`config.mk`:
```
export PLATFORM = sky130hd
export DESIGN_NAME = train_sensor_sim_flat
export DESIGN_NICKNAME = d
export VERILOG_FILES = /design/src/rtl/train_sensor_sim_if.sv /design/src/rtl/train_sensor_sim.sv /design/src/flat_wrapper.sv
export SDC_FILE = /design/constraint.sdc
export NUM_CORES = 1
export LEC_CHECK = 0
export CAP_MARGIN = 30
export CORE_ASPECT_RATIO = 1.25
export CORE_MARGIN = 5
export CORE_UTILIZATION = 55
export DETAILED_ROUTE_END_ITERATION = 12
export PLACE_DENSITY = 0.8
export SYNTH_ARGS = -nofsm -noshare
export SYNTH_HDL_FRONTEND = slang
export SYNTH_SLANG_ARGS = --single-unit
```
`constraint.sdc`:
```
create_clock -name clk -period 5.13 [get_ports clk]
set_input_delay 0.7695 -clock clk [delete_from_list [all_inputs] [get_ports clk]]
set_output_delay 0.7695 -clock clk [all_outputs]
set_load 0.01 [all_outputs]
```
`src/rtl/train_sensor_sim_if.sv`:
```
// Track-emulator bus: launch requests and switch states in, sensors and status out.
interface train_sensor_sim_if;
   logic        req;
   logic [1:0]  route;
   logic        switch2;
   logic        switch3;
   logic        sensor1;
   logic        sensor2;
   logic        sensor3;
   logic        busy;
   logic        done;
   logic        err;
   logic        ovf;
   logic [15:0] train_cnt;

   // Track controller side: launches trains, reports switch positions.
   modport master (
      output req, route, switch2, switch3,
      input  sensor1, sensor2, sensor3, busy, done, err, ovf, train_cnt
   );

   // Emulator side.
   modport slave (
      input  req, route, switch2, switch3,
      output sensor1, sensor2, sensor3, busy, done, err, ovf, train_cnt
   );
endinterface

```
`src/rtl/train_sensor_sim.sv`:
```
// Train passage emulator: drives entry/exit occupancy sensors for a track
// controller, waits for the required switch, counts completed trains and
// holds one pending launch request.
module train_sensor_sim #(
   parameter int unsigned OCC_CYCLES = 100,
   parameter int unsigned GAP_CYCLES = 50,
   parameter int unsigned TIMEOUT    = 1000
) (
   input  logic              clk,
   input  logic              rst,
   train_sensor_sim_if.slave bus
);

   typedef enum logic [2:0] {IDLE, ENTER, WAIT_SW, GAP, EXIT, DONE} state_t;

   localparam logic [1:0]  ROUTE_A = 2'b01;
   localparam logic [1:0]  ROUTE_B = 2'b10;
   localparam int unsigned MAX1    = (OCC_CYCLES > GAP_CYCLES) ? OCC_CYCLES : GAP_CYCLES;
   localparam int unsigned CNT_MAX = (MAX1 > TIMEOUT) ? MAX1 : TIMEOUT;
   localparam int unsigned CW      = $clog2(CNT_MAX + 1);

   localparam logic [CW-1:0] OCC_LAST = CW'(OCC_CYCLES - 1);
   localparam logic [CW-1:0] GAP_LAST = CW'(GAP_CYCLES - 1);
   localparam logic [CW-1:0] TO_LAST  = CW'(TIMEOUT - 1);

   state_t        state_q, state_d;
   logic [CW-1:0] cnt_q, cnt_d;
   logic [1:0]    route_q, route_d;
   logic          pend_vld_q, pend_vld_d;
   logic [1:0]    pend_route_q, pend_route_d;
   logic          sensor1_q, sensor1_d;
   logic          sensor2_q, sensor2_d;
   logic          sensor3_q, sensor3_d;
   logic          busy_q, busy_d;
   logic          done_q, done_d;
   logic          err_q, err_d;
   logic          ovf_q, ovf_d;
   logic [15:0]   train_cnt_q, train_cnt_d;

   logic          req_ok;
   logic          sw_ok;
   logic          leave;

   assign req_ok = bus.req & (^bus.route);
   assign sw_ok  = (route_q == ROUTE_A) ? bus.switch2 : bus.switch3;

   // Next-state, counter, pending buffer and registered-output decode.
   always_comb begin
      state_d      = state_q;
      cnt_d        = cnt_q;
      route_d      = route_q;
      pend_vld_d   = pend_vld_q;
      pend_route_d = pend_route_q;
      ovf_d        = ovf_q;
      err_d        = 1'b0;
      train_cnt_d  = train_cnt_q;
      leave        = 1'b0;

      case (state_q)
         IDLE: begin
            if (req_ok) begin
               state_d = ENTER;
               route_d = bus.route;
               cnt_d   = '0;
            end
         end
         ENTER: begin
            if (cnt_q == OCC_LAST) begin
               state_d = WAIT_SW;
               cnt_d   = '0;
            end else begin
               cnt_d = cnt_q + CW'(1);
            end
         end
         WAIT_SW: begin
            if (sw_ok) begin
               state_d = GAP;
               cnt_d   = '0;
            end else if (cnt_q == TO_LAST) begin
               err_d = 1'b1;
               leave = 1'b1;
            end else begin
               cnt_d = cnt_q + CW'(1);
            end
         end
         GAP: begin
            if (cnt_q == GAP_LAST) begin
               state_d = EXIT;
               cnt_d   = '0;
            end else begin
               cnt_d = cnt_q + CW'(1);
            end
         end
         EXIT: begin
            if (cnt_q == OCC_LAST) begin
               state_d     = DONE;
               cnt_d       = '0;
               train_cnt_d = train_cnt_q + 16'd1;
            end else begin
               cnt_d = cnt_q + CW'(1);
            end
         end
         DONE: leave = 1'b1;
         default: state_d = IDLE;
      endcase

      // A request arriving in the cycle the train ends is treated like a
      // buffered one, so it never strands in the buffer while IDLE.
      if (state_q != IDLE) begin
         if (leave) begin
            cnt_d = '0;
            if (pend_vld_q) begin
               state_d    = ENTER;
               route_d    = pend_route_q;
               pend_vld_d = req_ok;
               if (req_ok) pend_route_d = bus.route;
            end else if (req_ok) begin
               state_d = ENTER;
               route_d = bus.route;
            end else begin
               state_d = IDLE;
            end
         end else if (req_ok) begin
            if (pend_vld_q) begin
               ovf_d = 1'b1;
            end else begin
               pend_vld_d   = 1'b1;
               pend_route_d = bus.route;
            end
         end
      end

      sensor1_d = (state_d == ENTER);
      sensor2_d = (state_d == EXIT) && (route_d == ROUTE_A);
      sensor3_d = (state_d == EXIT) && (route_d == ROUTE_B);
      busy_d    = (state_d != IDLE);
      done_d    = (state_d == DONE);
   end

   // State, counters and outputs, all cleared asynchronously by rst.
   always_ff @(posedge clk or posedge rst) begin
      if (rst) begin
         state_q      <= IDLE;
         cnt_q        <= '0;
         route_q      <= '0;
         pend_vld_q   <= 1'b0;
         pend_route_q <= '0;
         sensor1_q    <= 1'b0;
         sensor2_q    <= 1'b0;
         sensor3_q    <= 1'b0;
         busy_q       <= 1'b0;
         done_q       <= 1'b0;
         err_q        <= 1'b0;
         ovf_q        <= 1'b0;
         train_cnt_q  <= '0;
      end else begin
         state_q      <= state_d;
         cnt_q        <= cnt_d;
         route_q      <= route_d;
         pend_vld_q   <= pend_vld_d;
         pend_route_q <= pend_route_d;
         sensor1_q    <= sensor1_d;
         sensor2_q    <= sensor2_d;
         sensor3_q    <= sensor3_d;
         busy_q       <= busy_d;
         done_q       <= done_d;
         err_q        <= err_d;
         ovf_q        <= ovf_d;
         train_cnt_q  <= train_cnt_d;
      end
   end

   assign bus.sensor1   = sensor1_q;
   assign bus.sensor2   = sensor2_q;
   assign bus.sensor3   = sensor3_q;
   assign bus.busy      = busy_q;
   assign bus.done      = done_q;
   assign bus.err       = err_q;
   assign bus.ovf       = ovf_q;
   assign bus.train_cnt = train_cnt_q;

endmodule

```
`src/flat_wrapper.sv`:
```
// flat-port wrapper written by rule: the top's interface ports become plain ports
module train_sensor_sim_flat 
#(
   parameter int unsigned OCC_CYCLES = 100,
   parameter int unsigned GAP_CYCLES = 50,
   parameter int unsigned TIMEOUT    = 1000
)
  (clk, rst, bus_req, bus_route, bus_switch2, bus_switch3, bus_sensor1, bus_sensor2, bus_sensor3, bus_busy, bus_done, bus_err, bus_ovf, bus_train_cnt);
  train_sensor_sim_if bus_i ();
  input  logic clk;
  input  logic rst;
  input wire logic [$bits(bus_i.req)-1:0] bus_req;
  input wire logic [$bits(bus_i.route)-1:0] bus_route;
  input wire logic [$bits(bus_i.switch2)-1:0] bus_switch2;
  input wire logic [$bits(bus_i.switch3)-1:0] bus_switch3;
  output wire logic [$bits(bus_i.sensor1)-1:0] bus_sensor1;
  output wire logic [$bits(bus_i.sensor2)-1:0] bus_sensor2;
  output wire logic [$bits(bus_i.sensor3)-1:0] bus_sensor3;
  output wire logic [$bits(bus_i.busy)-1:0] bus_busy;
  output wire logic [$bits(bus_i.done)-1:0] bus_done;
  output wire logic [$bits(bus_i.err)-1:0] bus_err;
  output wire logic [$bits(bus_i.ovf)-1:0] bus_ovf;
  output wire logic [$bits(bus_i.train_cnt)-1:0] bus_train_cnt;
  assign bus_i.req = bus_req;
  assign bus_i.route = bus_route;
  assign bus_i.switch2 = bus_switch2;
  assign bus_i.switch3 = bus_switch3;
  assign bus_sensor1 = bus_i.sensor1;
  assign bus_sensor2 = bus_i.sensor2;
  assign bus_sensor3 = bus_i.sensor3;
  assign bus_busy = bus_i.busy;
  assign bus_done = bus_i.done;
  assign bus_err = bus_i.err;
  assign bus_ovf = bus_i.ovf;
  assign bus_train_cnt = bus_i.train_cnt;
  train_sensor_sim #(.OCC_CYCLES(OCC_CYCLES), .GAP_CYCLES(GAP_CYCLES), .TIMEOUT(TIMEOUT)) u_core (.clk(clk), .rst(rst), .bus(bus_i));
endmodule
```
### Word level (Yosys, flattened, before mapping)

Cells that the tools add are included.

| cells by class | value |
|---|---|
| $add $sub $neg | 2 |
| equal/unequal tests | 17 |
| muxes and demuxes | 37 |
| bitwise logic cells | 2 |
| reductions and logical operators | 12 |

Operator list:

| cell | number |
|---|---|
| $mux W10 | 7 |
| $pmux W10 S4 | 1 |
| $mux W3 | 8 |
| $mux W2 | 11 |
| $pmux W3 S6 | 1 |
| $add A16 B1 Y16 const B | 1 |
| $eq A3 B3 Y1 const B | 4 |
| $add A10 B1 Y10 const B | 1 |
| $eq A10 B10 Y1 const B | 1 |
| $eq A10 B6 Y1 const B | 1 |
| $eq A10 B7 Y1 const B | 1 |
| $mux W1 | 8 |
| $eq A3 B1 Y1 const B | 2 |
| $eq A3 B2 Y1 const B | 2 |
| $reduce_bool A3 Y1 | 2 |
| $reduce_and A5 Y1 | 1 |
| $eq A2 B1 Y1 const B | 2 |
| $ne A2 B2 Y1 const B | 2 |
| $reduce_and A2 Y1 | 2 |
| $reduce_and A4 Y1 | 1 |
| $logic_not A3 Y1 | 1 |
| $eq A2 B2 Y1 const B | 1 |
| $logic_and A1 B1 Y1 | 2 |
| $ne A2 B1 Y1 const B | 1 |
| other kinds (6) | 6 |

| storage, ports and cells | value |
|---|---|
| register bits | 41 |
| output and inout bits | 23 |

### Longest topological paths before layout

| logic depth | value |
|---|---|
| depth after elaboration | 10 |
| depth in mapped cells | 9 |

### Worst setup path before layout

No wires, ideal clock.

| path | value |
|---|---|
| path kind | reg-to-reg |
| from | reg u_core.cnt_q[2] |
| to | reg u_core.cnt_q[2] |
| library setup time | 119 ps |
| arrival | 2031 ps |
| data required time | 5011 ps |
| setup slack | 2980 ps |
| stages on the path, launching flop included | 8 |
| cell sequence | dfrtp_1 or4_4 nor3_4 o2bb2ai_1 o21bai_2 buf_4 o21ai_0 a21o_2 |

| on the way | value |
|---|---|
| longest elaborated chain between the ends | 6 |
| elaborated cells on any way between the ends | 15 |
| classes of those cells | add/sub: 1; eq/ne: 3; mux: 11 |

Ends and longest elaborated chain:

| item | RTL line | text |
|---|---|---|
| from (decl) | train_sensor_sim.sv:27 | `logic [CW-1:0] cnt_q, cnt_d;` |
| from (signal assigned) | train_sensor_sim.sv:158 | `cnt_q <= cnt_d;` |
| $add A10 B1 Y10 or $eq A10 B10 Y1 (tied branches) | - |  |
| $mux W10 or $mux W1 (tied branches) | train_sensor_sim.sv:79 | `end else if (cnt_q == TO_LAST) begin` |
| $mux W10 or $mux W1 (tied branches) | train_sensor_sim.sv:76 | `if (sw_ok) begin` |
| $pmux W10 S4 or $pmux W1 S2 (tied branches) | train_sensor_sim.sv:59 | `case (state_q)` |
| $mux W10 | train_sensor_sim.sv:110 | `if (leave) begin` |
| $mux W10 * | train_sensor_sim.sv:109 | `if (state_q != IDLE) begin` |
| net u_core.cnt_d[2] | train_sensor_sim.sv:27 |  |

The timed path passes the listed nets; every way through them passes the cells marked *.
A chain may end at the register's enable or synchronous reset.

### Worst setup path in the final report

| path | value |
|---|---|
| from | reg u_core.cnt_q[2] |
| to | reg u_core.cnt_q[3] |

Same word-level chain as after synthesis.

==> impl_metrics.tcl <==
set metrics [dict create \
    wl_mm 4.07 \
    synth.area.top_cells "dfrtp_1 (48%), nand2_1 (4.2%), xnor2_1 (3.7%)" \
    required_ns 5.32 \
    fin_skew_ns 0.00461 \
    synthXorXnorAreaFrac_pct 7.39 \
    startpoint_type "register" \
    hold_buffers 0 \
    synth_cell_types 53 \
    synth-edff-count 0 \
    cts_resized 0 \
    timing.setup.tns_ns 0 \
    p_per_area_nw_per_um2 216 \
    yosys.area_share.simple_pct 21.7 \
    syn_area_um2 2130 \
    post-place-ws_ns 2.42 \
    status "finished, final reports clean" \
    die_h_um 79.7 \
    fin_cells 293 \
    post-route-period-util_pct 47.5 \
    route.met3.wl_um 177 \
    dr_wl_met2_mm 2.13 \
    cp_max_fo 14 \
    final_util_pct 67.0 \
    regArea_um2 1030 \
    irDropWorstVdd_mv 0.196 \
    switching_power_mw 0.124 \
    die_width_um 65.7 \
    grt_setup_unrepaired "no" \
    cts_buffers 5 \
    holdWs_ns 0.468 \
    grt_max_degree 42 \
    drt.antenna.violating_nets 0 \
    cts_root_buffer "clkbuf_8" \
    ys_seq_area_share_pct 48.1 \
    final_area_um2 2530 \
    synth_adder_area_share_pct 2.23 \
    setup_slack_ns 2.69 \
    yosysTopAreaCell "dfrtp_1" \
    worst_path_dominant_cell_family "compound AO/OA/AOI/OAI gates" \
    synth_top_area_share_pct 48.1 \
    swShare_pct 22.7 \
    drive_above_1_share_pct 10.9 \
    hp-class "reg -> reg" \
    grt-ovfl-total 0 \
    slew_headroom_pct 65.9 \
    power.internal_mw 0.423 \
    path_cells "or4_4 -> nor3_4 -> o2bb2ai_1 -> o21bai_2 -> o21ai_0 -> a21o_1" \
    setup_viol 0 \
    fmax_ghz 0.410 \
    ys_warn_count 0 \
    antenna_found_initial 0 \
    n_antenna_cell 0 \
    p_clk_share_pct 37.9 \
    path_buf_inv 0 \
    port_buffers 29 \
    fill_cells 315 \
    grt_pass1_vias 1545 \
    gp_congestion 0.888 \
    cts_sinks 41 \
    vias 1630 \
    synthArstFlopShare_pct 100 \
    final-max-slew-violation-count 0 \
    grt_first_pass_wirelength_mm 7.00 \
    maxCapViolations 0 \
    htree_levels 2 \
    post-dp-hpwl_mm 3.03 \
    start_util_pct 56.4 \
    cts_setup_buffers 0 \
    postSynthAreaPerCell_um2 10.2 \
    ys.flop_type "dfrtp_1" \
    rows 25 \
    multi_input_area_um2 1030 \
    min_period_ns 2.44 \
    seqPwrFrac_pct 59.0 \
    routed.top_layer "met4" \
    dr.pass1.iters 4 \
    clk_pin_slew_ns 0.08 \
    cts_buffer_depth 2 \
    wl_per_cell_um 13.9 \
    ys_ff_latch 41 \
    syn-num-nets 219 \
    cp_slowest_stage_delay_ns 0.59 \
    dieArea_um2 5230 \
    synth_compound_area_share_pct 13.0 \
    synth_top_family_by_area "simple AND/OR/NAND/NOR gates" \
    route.detailed.drc 0 \
    cts_tree "done" \
    vias_per_cell 5.56 \
    drtIter0Drc 103 \
    p_comb_share_pct 3.1 \
    ioPinCount 30 \
    nets 248 \
    track_usage_pct 17.4 \
    worstPathArrival_ns 2.63 \
    synth_mux_area_share_pct 3.87 \
    syn_inst 209 \
    m1WireLength_mm 1.69 \
    power_mw 0.547 \
    worst_setup_path_end_kind "register" \
    finalHoldViolations 0 \
    p_leak_nw 1.16 \
    clk_latency_ns 0.30 \
    core_um2 3780 \
    worst_slew_pin_slew_ns 0.508 \
    crit_type "reg -> reg" \
    cpMaxStageDelayCell "or4_4" \
    dpl.cell_count 285 \
    dpl_cell_area_um2 2450 \
    syn2layout_area_growth_pct 18.8 \
]
state kept, by name, summed over array words and instances (netlist names):
signal,cells
u_core.bus.sensor1,1
u_core.cnt_q,10
u_core.pend_route_q,2
u_core.bus.done,1
u_core.pend_vld_q,1
u_core.bus.sensor3,1
u_core.bus.train_cnt,16
u_core.route_q,2
u_core.bus.busy,1
u_core.state_q,3
u_core.bus.ovf,1
u_core.bus.sensor2,1
u_core.bus.err,1
layout by cell type (no fill, tap or decap), types with 4 or more instances in the layout:
cell	synthesis	routed
a21o_1	4	4
a21oi_1	4	4
and3_1	6	6
clkbuf_8	0	5
clkdlybuf4s50_1	0	29
dfrtp_1	41	41
inv_1	8	8
mux2i_1	6	6
nand2_1	24	24
nand3_1	5	5
nor2_1	12	12
nor3_1	7	7
o21ai_0	13	13
xnor2_1	9	9
xor2_1	9	9
metal layers:
layer  vias up  GRT usage [%]
met2        41           29.5
met1       776           20.8
met3         8           3.38
met4         0           8.30
li1        805              -
met5         -              0
cell usage after synthesis (2+ instances only):
cell type,number
nor2b_1,2
nand3_1,5
nand2_1,24
xor2_1,9
o31ai_1,2
and3_1,6
nor2_1,12
a21oi_1,4
a211oi_1,2
nand4b_1,3
buf_2,2
buf_6,2
mux2i_1,6
mux2_2,2
nor3_4,2
o21ai_0,13
nor3_1,7
inv_1,8
nor2_2,2
a21o_1,4
xnor2_1,9
ha_1,3
clkbuf_1,3
nand4_1,3
nor4_1,3
dfrtp_1,41
nor3b_1,2
nor4b_1,2
o2bb2ai_1,2
final timing paths:
kind                       slack (ns)  cells past startpoint                              endpoint                                 start
min in group asynchronous        0.88                      3  u_core.bus.train_cnt[13]$_DFFE_PP0P_                                   rst
setup reg to reg                 2.69                      6             u_core.cnt_q[3]$_DFF_PP0_             u_core.cnt_q[2]$_DFF_PP0_
setup / recovery                 2.69                      6             u_core.cnt_q[3]$_DFF_PP0_             u_core.cnt_q[2]$_DFF_PP0_
hold reg to reg                  0.47                      1  u_core.bus.train_cnt[15]$_DFFE_PP0P_  u_core.bus.train_cnt[15]$_DFFE_PP0P_
max in group asynchronous        3.91                      3            u_core.bus.ovf$_DFFE_PP0P_                                   rst
hold / removal                   0.47                      1  u_core.bus.train_cnt[15]$_DFFE_PP0P_  u_core.bus.train_cnt[15]$_DFFE_PP0P_
power by group through the flow:
stage | registers, mW | logic, mW | clock network, mW
2_1_floorplan | 0.329 | 0.00888 | 0
3_3_place_gp | 0.329 | 0.0169 | 0
3_5_place_dp | 0.329 | 0.0174 | 0
4_1_cts | 0.323 | 0.0175 | 0.212
5_1_grt | 0.323 | 0.0190 | 0.231
6_report | 0.323 | 0.0170 | 0.207
area by class of cell:
class / count / share of cell area [%]
Clock buffer: 5 / 2.71
Sequential cell: 41 / 40.5
Inverter: 8 / 1.18
Timing Repair Buffer: 30 / 11.7
Clock inverter: 3 / 0.691
Tap cell: 54 / 2.67
Multi-Input combinational cell: 152 / 40.5
cell families (layout without fill, tap and decap cells):
family	after synthesis	count (layout)
compound gates	40	40
xor+xnor	18	18
fa+ha+maj	4	4
buf+inv	16	46
flops	41	41
mux	8	8
simple gates	82	82
Note: power is estimated with default switching activity, not from simulation.
